<file path="src/rtl/module_nonansi_mc_fifo.sv">
// Purpose: NCH independent DEPTH x WIDTH queues drained through one shared output by round-robin arbitration.
// Latency: 1 cycle from a push into an empty queue to the entry appearing on out_data.
// Backpressure: in_ready[c] drops when queue c is full; a stalled output locks its grant until accepted.
//
// Ports:
//   clk, rst            clock (rising edge) and synchronous active-high reset
//   in_valid/in_ready   per-channel write handshake, in_data channel c at [c*WIDTH +: WIDTH]
//   out_valid/out_ready shared output handshake; out_data is the head of the granted queue, out_ch its index
//   level               per-channel occupancy, channel c at [c*(AW+1) +: AW+1]
module module_nonansi_mc_fifo #(
   parameter int WIDTH = 8,
   parameter int DEPTH = 4,
   parameter int NCH   = 2,
   localparam int AW   = $clog2(DEPTH),
   localparam int CW   = (NCH > 1) ? $clog2(NCH) : 1
) (
   clk, rst, in_valid, in_ready, in_data,
   out_valid, out_ready, out_data, out_ch, level
);
   input  logic                    clk;
   input  logic                    rst;
   input  logic [NCH-1:0]          in_valid;
   output logic [NCH-1:0]          in_ready;
   input  logic [NCH*WIDTH-1:0]    in_data;
   output logic                    out_valid;
   input  logic                    out_ready;
   output logic [WIDTH-1:0]        out_data;
   output logic [CW-1:0]           out_ch;
   output logic [NCH*(AW+1)-1:0]   level;

   logic [WIDTH-1:0] mem   [NCH][DEPTH];
   logic [AW:0]      count [NCH];
   logic [AW-1:0]    wptr  [NCH];
   logic [AW-1:0]    rptr  [NCH];
   logic [CW-1:0]    rr_ptr;
   logic             lock;
   logic [CW-1:0]    locked_ch;

   logic [CW-1:0]    sel;
   logic [CW-1:0]    next_rr;
   logic [NCH-1:0]   push;
   logic [NCH-1:0]   pop;
   logic [NCH-1:0]   nonempty;

   // Space is judged on registered occupancy only, so a full queue never
   // accepts a write even if it is being drained in the same cycle.
   always_comb begin
      in_ready = '0;
      push     = '0;
      nonempty = '0;
      level    = '0;
      for (int c = 0; c < NCH; c++) begin
         in_ready[c] = !rst && (count[c] != (AW+1)'(DEPTH));
         push[c]     = in_valid[c] && in_ready[c];
         nonempty[c] = (count[c] != '0);
         level[c*(AW+1) +: AW+1] = count[c];
      end
   end

   // Grant: the locked channel if a stall is pending, otherwise the first
   // non-empty channel at or after rr_ptr.
   always_comb begin
      int  idx;
      logic found;
      idx   = 0;
      found = 1'b0;
      sel   = '0;
      if (lock) begin
         sel = locked_ch;
      end else begin
         for (int i = 0; i < NCH; i++) begin
            idx = (int'(rr_ptr) + i) % NCH;
            if (!found && nonempty[idx]) begin
               sel   = CW'(idx);
               found = 1'b1;
            end
         end
      end
   end

   always_comb begin
      out_valid = |nonempty;
      out_data  = '0;
      out_ch    = '0;
      pop       = '0;
      next_rr   = (sel == CW'(NCH-1)) ? '0 : sel + 1'b1;
      if (out_valid) begin
         out_data = mem[sel][rptr[sel]];
         out_ch   = (NCH == 1) ? '0 : sel;
      end
      for (int c = 0; c < NCH; c++) begin
         pop[c] = out_valid && out_ready && (sel == CW'(c));
      end
   end

   always_ff @(posedge clk) begin
      if (rst) begin
         for (int c = 0; c < NCH; c++) begin
            count[c] <= '0;
            wptr[c]  <= '0;
            rptr[c]  <= '0;
         end
         rr_ptr    <= '0;
         lock      <= 1'b0;
         locked_ch <= '0;
      end else begin
         for (int c = 0; c < NCH; c++) begin
            if (push[c]) wptr[c] <= wptr[c] + 1'b1;
            if (pop[c])  rptr[c] <= rptr[c] + 1'b1;
            // Simultaneous push and pop leaves the occupancy unchanged.
            if (push[c] && !pop[c])      count[c] <= count[c] + 1'b1;
            else if (!push[c] && pop[c]) count[c] <= count[c] - 1'b1;
         end
         if (out_valid && out_ready) begin
            lock   <= 1'b0;
            rr_ptr <= next_rr;
         end else if (out_valid) begin
            // Freeze the grant so out_data/out_ch stay put until accepted.
            lock      <= 1'b1;
            locked_ch <= sel;
         end
      end
   end

   // Storage carries no reset; unread entries are never exposed because
   // out_data is forced to zero when nothing is valid.
   always_ff @(posedge clk) begin
      for (int c = 0; c < NCH; c++) begin
         if (push[c]) mem[c][wptr[c]] <= in_data[c*WIDTH +: WIDTH];
      end
   end

endmodule

</file>
<file path="config.mk">
export PLATFORM = sky130hd
export DESIGN_NAME = module_nonansi_mc_fifo
export DESIGN_NICKNAME = d
export VERILOG_FILES = /design/src/rtl/module_nonansi_mc_fifo.sv
export SDC_FILE = /design/constraint.sdc
export NUM_CORES = 1
export LEC_CHECK = 0
export ABC_AREA = 1
export CORE_MARGIN = 5
export CORE_UTILIZATION = 45
export CTS_CLUSTER_DIAMETER = 80
export DETAILED_ROUTE_END_ITERATION = 6
export PLACE_DENSITY = 0.73
export SLEW_MARGIN = 40
export SYNTH_ARGS = -nofsm -noshare
export SYNTH_HDL_FRONTEND = slang
export SYNTH_SLANG_ARGS = --single-unit
</file>
<file path="constraint.sdc">
create_clock -name clk -period 2.8 [get_ports clk]
set_clock_uncertainty 0.15 [all_clocks]
set_input_delay 0.28 -clock clk [delete_from_list [all_inputs] [get_ports clk]]
set_output_delay 0.28 -clock clk [all_outputs]
set_load 0.005 [all_outputs]
</file>
==> results of run 1 <==
## state kept, by name, summed over array words and instances (netlist names)
signal / flops
wptr: 4
rptr: 4
lock: 1
locked_ch: 1
rr_ptr: 1
mem: 64
count: 6
## stage by stage
stage / setup TNS (ps) / total power (W) / hold slack, ps / util
floorplan: 0 / 0.00297 / 229 / -
global placement: 0 / 0.00366 / 293 / 0.526
detailed placement: 0 / 0.00370 / 306 / 0.526
CTS: 0 / 0.00457 / 322 / 0.559
global route: -9.65 / 0.00494 / 356 / 0.562
finish: 0 / 0.00457 / 325 / 0.562
## worst min-delay path: cells and delay by family, from the launching register on
family	cells	cell delay (ps)
flops	1	310
buf+inv	1	60
compound gates	1	60
## Yosys cell counts
cell	number
nand2_1	140
edfxtp_1	78
inv_1	62
nor2_1	51
nand3_1	15
ha_1	11
o21ai_0	9
nand3b_1	8
a21oi_1	5
buf_2	4
inv_2	4
nand3_2	4
xor2_1	4
buf_4	3
buf_6	3
dfxtp_1	3
nand2_2	3
nand2_4	3
xnor2_1	2
a21oi_2	1
buf_8	1
clkbuf_1	1
clkinv_1	1
fa_1	1
nand3b_4	1
nand4_1	1
o21ai_4	1
## per-layer routing
layer | up-vias | global-route usage | part of all wire
met1 | 1285 | 0.205 | 0.45
li1 | 1454 | - | -
met2 | 60 | 0.245 | 0.48
met5 | - | 0 | 0
met4 | 0 | 0.0639 | 0.015
met3 | 10 | 0.0265 | 0.050
## final cells by class
class,count,area (um^2),share of cell area
repair buffers,65,596,0.122
inverters,67,254,0.0519
well taps,108,135,0.0276
clock buffers,9,124,0.0253
clock inverters,7,52.6,0.0107
flip-flops and latches,81,2400,0.490
multi-input cells,261,1340,0.273
## logic make-up (layout without fill, tap and decap cells)
kind of cell,Yosys count,in the layout,synth area share
xor gates and xnor gates,6,6,0.0131
and+or+nand+nor,226,227,0.241
AOI/OAI and AO/OA,16,16,0.0236
DFF,81,81,0.597
buffers and inverters,79,148,0.0861
adders and majority gates,12,12,0.0392
## power by group through the flow
stage                     clock, W  sequential (W)  combinational, W
after floorplan                  0         0.00160           0.00137
final                     0.000759         0.00157           0.00224
after global placement           0         0.00159           0.00206
after detailed placement         0         0.00160           0.00210
after CTS                 0.000778         0.00157           0.00222
after global routing      0.000827         0.00159           0.00253
## final timing paths
path,to,cells past startpoint
worst max register to register,count[0][2],15
worst min-delay path,rr_ptr,2
worst max-delay path,count[0][2],15
worst min register to register,rr_ptr,2
## what timing repair did
item,4_1_cts,5_1_grt
endpoints found under the setup margin,8,6
hold buffers,0,0
gates resized for setup,20,7
pin swaps,4,3
endpoints found under the hold margin,0,0
gates cloned,1,0
setup buffers,7,1
==> results_dict.tcl, run 1 <==
set metrics [dict create \
    status "finished, final reports clean" \
    pwr-share-clk 0.166 \
    n_antenna_cell 0 \
    ys_seq_elements 81 \
    die_x_um 105 \
    crit_chain "inv_1 > ha_2 > a21oi_2 > nand2_4 > buf_4 > nand2_4 > buf_4 > nor2_2 > nand3_2 > fa_2 > xor2_2 > nand4_1 > nand2_1 > nand2_1 > inv_1" \
    dp_slack_ps 69.7 \
    vias 2809 \
    min_from "rr_ptr" \
    swShare 0.389 \
    netSwitchingPower_w 0.00178 \
    drt.antenna.violating_nets 0 \
    comb_power_share 0.490 \
    arrival_ps 2600 \
    netlist_instances 420 \
    grt.total_usage 0.152 \
    antenna_found_initial 0 \
    clock-sinks 81 \
    die_area_um2 10900 \
    htreeDepth 3 \
    dr.pass1.iters 4 \
    rrSetupSlack_ps 160 \
    cts_buffers 9 \
    period_minus_slack_ps 2640 \
    wl_per_cell_um 13.6 \
    wirelength_um 8130 \
    yosysTopAreaCell "edfxtp_1" \
    stdcell_count 598 \
    drc 0 \
    crit_slowest_cell "edfxtp_1" \
    seqPwrFrac 0.344 \
    syn_to_final_growth_pct 21.7 \
    cp_max_fo 7 \
    yosysSeqAreaShare 0.597 \
    slew_viol_final 0 \
    gp_congestion 0.860 \
    fill_cells 709 \
    worst-path-buf-inv 4 \
    mostFrequentLayoutCells "nand2_1 (140), edfxtp_1 (78), inv_1 (62)" \
    relSlewSlack 0.806 \
    drive_gt1_frac 0.137 \
    finalHoldViolCount 0 \
    cts_tree "yes" \
    slowest_delay_ps 400 \
    grt_pass1_wl_um 13100 \
    end_kind "flip-flop" \
    path_clk_slew_ps 80 \
    drt_iter0_drc 217 \
    p_leak_nw 2.22 \
    boundaryPins 39 \
    start_util 0.462 \
    hold_class "flip-flop to flip-flop" \
    syn-cell-area_um2 4030 \
    io_buffers 38 \
    yosysWarnings 0 \
    max-cap-violations 0 \
    yosys.area.top_type_share 0.582 \
    rows 34 \
    power_density_nw_per_um2 934 \
    worstMarginPinSlew_ps 291 \
    fin_crit_sh 0.942 \
    avgViaCountPerCell 4.70 \
    gr-total-overflow 0 \
    synthTopCellsByArea "edfxtp_1 (58%), nand2_1 (13%), inv_1 (5.8%)" \
    clk_latency_ps 350 \
    finalNetCount 518 \
    critPathKind "flip-flop to flip-flop" \
    core_area_um2 8720 \
    timing.final.ws_setup_ps 163 \
    cp-start-kind "flip-flop" \
    r2r-start "count[1][1]" \
    startpoint "count[1][1]" \
    place_hpwl_um 5640 \
    avgSynthCellArea_um2 9.58 \
    synth_nets 453 \
    design_area_um2 4900 \
    path_delay_family "simple AND/OR/NAND/NOR gates" \
    finalSetupViolCount 0 \
    placed_area_um2 4590 \
    clock_path_buffers 2 \
    final_common_cell "nand2_1" \
    ys_types 27 \
    dp.cells 573 \
    cts_root_buf "clkbuf_8" \
    grt_pass1_vias 2675 \
    grt_max_degree 20 \
    fmax_mhz 379 \
    required_ps 2770 \
    internal-power_w 0.00279 \
    ir_drop_v 0.000376 \
    dieHeight_um 105 \
]
(Power assumes the default switching activity.)
==> inputs of run 2 (changes only) <==
--- a/config.mk
+++ b/config.mk
@@ -6,11 +6,13 @@
 export NUM_CORES = 1
 export LEC_CHECK = 0
 export ABC_AREA = 1
+export ABC_CLOCK_PERIOD_IN_PS = 2800
 export CORE_MARGIN = 5
 export CORE_UTILIZATION = 45
 export CTS_CLUSTER_DIAMETER = 80
 export DETAILED_ROUTE_END_ITERATION = 6
 export PLACE_DENSITY = 0.73
+export SETUP_SLACK_MARGIN = 0.1
 export SLEW_MARGIN = 40
 export SYNTH_ARGS = -nofsm -noshare
 export SYNTH_HDL_FRONTEND = slang
==> results_dict.tcl, run 2 (synthesis results as in run 1) <==
set metrics [dict create \
    gp_congestion 0.860 \
    fin_crit_sh 0.952 \
    worstMarginPinSlew_ps 293 \
    fmax_mhz 375 \
    start_util 0.462 \
    seq_area_um2 2400 \
    fill_cells 694 \
    cp.depth 15 \
    grt.total_usage 0.152 \
    status "finished, final reports clean" \
    end_kind "flip-flop" \
    grt_max_degree 20 \
    finalSetupTns_ps 0 \
    boundaryPins 39 \
    grt_pass1_vias 2675 \
    path_clk_slew_ps 80 \
    cp_max_fo 7 \
    io_buffers 38 \
    required_ps 2770 \
    wirelength_um 8520 \
    hold_buffers 0 \
    drive_gt1_frac 0.171 \
    multi_input_area_um2 1360 \
    largest_register_ffs 64 \
    wl_per_cell_um 14.1 \
    drc 0 \
    clk_latency_ps 350 \
    startpoint "count[1][1]" \
    drt_iter0_drc 247 \
    die_area_um2 10900 \
    finalNetCount 526 \
    syn_to_final_growth_pct 23.3 \
    dr.pass1.iters 4 \
    slew_viol_final 0 \
    cts_buffers 9 \
    r2r-start "count[1][1]" \
    p_leak_nw 2.26 \
    path_delay_family "simple AND/OR/NAND/NOR gates" \
    clock_path_buffers 2 \
    endpoint "count[0][2]" \
    grt_pass1_wl_um 13100 \
    antenna_found_initial 0 \
    slowest_delay_ps 410 \
    arrival_ps 2630 \
    final_common_cell "nand2_1" \
    gr-total-overflow 0 \
    holdWs_ps 323 \
    r2r-end "count[0][2]" \
    relSlewSlack 0.804 \
    htreeDepth 3 \
    ir_drop_v 0.000383 \
    place_hpwl_um 5640 \
    avgViaCountPerCell 4.79 \
    grt_setup_unrepaired "true" \
    cts_tree "yes" \
    clock-sinks 81 \
    drt.antenna.violating_nets 0 \
    rrSetupSlack_ps 130 \
    r2r_cells 15 \
    power_density_nw_per_um2 952 \
    vias 2903 \
    hold_class "flip-flop to flip-flop" \
    n_antenna_cell 0 \
    cts_root_buf "clkbuf_8" \
    postLayoutCoreUtil 0.569 \
    finalHoldViolCount 0 \
    crit_slowest_cell "edfxtp_1" \
    worst-path-buf-inv 4 \
    mostFrequentLayoutCells "nand2_1 (139), edfxtp_1 (78), inv_1 (61)" \
    die_x_um 105 \
    critPathKind "flip-flop to flip-flop" \
    max-cap-violations 0 \
    finalSetupViolCount 0 \
    core_area_um2 8720 \
    cp-start-kind "flip-flop" \
    period_minus_slack_ps 2670 \
    rows 34 \
    crit_chain "inv_1 > ha_2 > a21oi_2 > nand2_4 > buf_4 > nand2_4 > buf_4 > nor2_2 > nand3_2 > fa_2 > xor2_2 > nand4_1 > nand2_1 > nand2_1 > inv_1" \
    dieHeight_um 105 \
]
[run 2: changes by cell type in the layout (fill, tap and decap cells not counted), moves of 2 or more]
cell	delta
clkbuf_2	+6
buf_4	+5
dlygate4sd2_1	-5
clkdlybuf4s15_1	-2
nand2_2	+2
[run 2: through the flow]
step	cell area (um^2)	total power, W	worst slack (ps)	instances
2_1_floorplan	4030	0.00297	319	420
3_3_place_gp	4590	0.00366	140	573
3_5_place_dp	4590	0.00370	69.7	573
4_1_cts	4870	0.00457	29.5	597
5_1_grt	4960	0.00510	-23.6	606
6_report	4960	0.00472	135	606
[run 2: per-layer routing]
layer / up-vias / global-route usage / share of wire
li1: 1476 / - / -
met1: 1330 / 0.205 / 0.43
met2: 82 / 0.245 / 0.49
met3: 15 / 0.0265 / 0.058
met4: 0 / 0.0639 / 0.016
met5: - / 0 / 0
[run 2: cell type report]
type	instances	area share
clock buffers	9	0.0250
clock inverters	7	0.0106
inverters	67	0.0517
multi-input cells	263	0.274
flip-flops and latches	81	0.484
well taps	108	0.0272
repair buffers	71	0.128
[run 2: worst min-delay path by stage]
stage / from / to / slack [ps] / depth (start not counted)
after floorplan: in_data[0] / mem[0][0] / 230 / 0
after global placement: rr_ptr / rr_ptr / 290 / 2
after detailed placement: rr_ptr / rr_ptr / 310 / 2
after CTS: rr_ptr / rr_ptr / 320 / 2
after global routing: rr_ptr / rr_ptr / 360 / 2
final: rr_ptr / rr_ptr / 320 / 2
[run 2: worst min-delay path, delay by kind of cell (launching register included)]
kind	cells	cell delay, ps
compound gates	1	60
flops	1	310
buf+inv	1	60
[run 2: timing repair]
item                       CTS  global route
setup endpoints to repair    9            10
resized for setup           20            25
setup buffers                7             6
pin swaps                    4             7
cloned                       1             3
[run 2: where the power goes]
part / switching, W / internal, W / leakage (nW) / total (W)
registers: 0.0000813 / 0.00150 / 0.753 / 0.00158
logic: 0.00135 / 0.00104 / 1.42 / 0.00239
clock network: 0.000428 / 0.000329 / 0.0904 / 0.000757
total: 0.00186 / 0.00286 / 2.26 / 0.00472
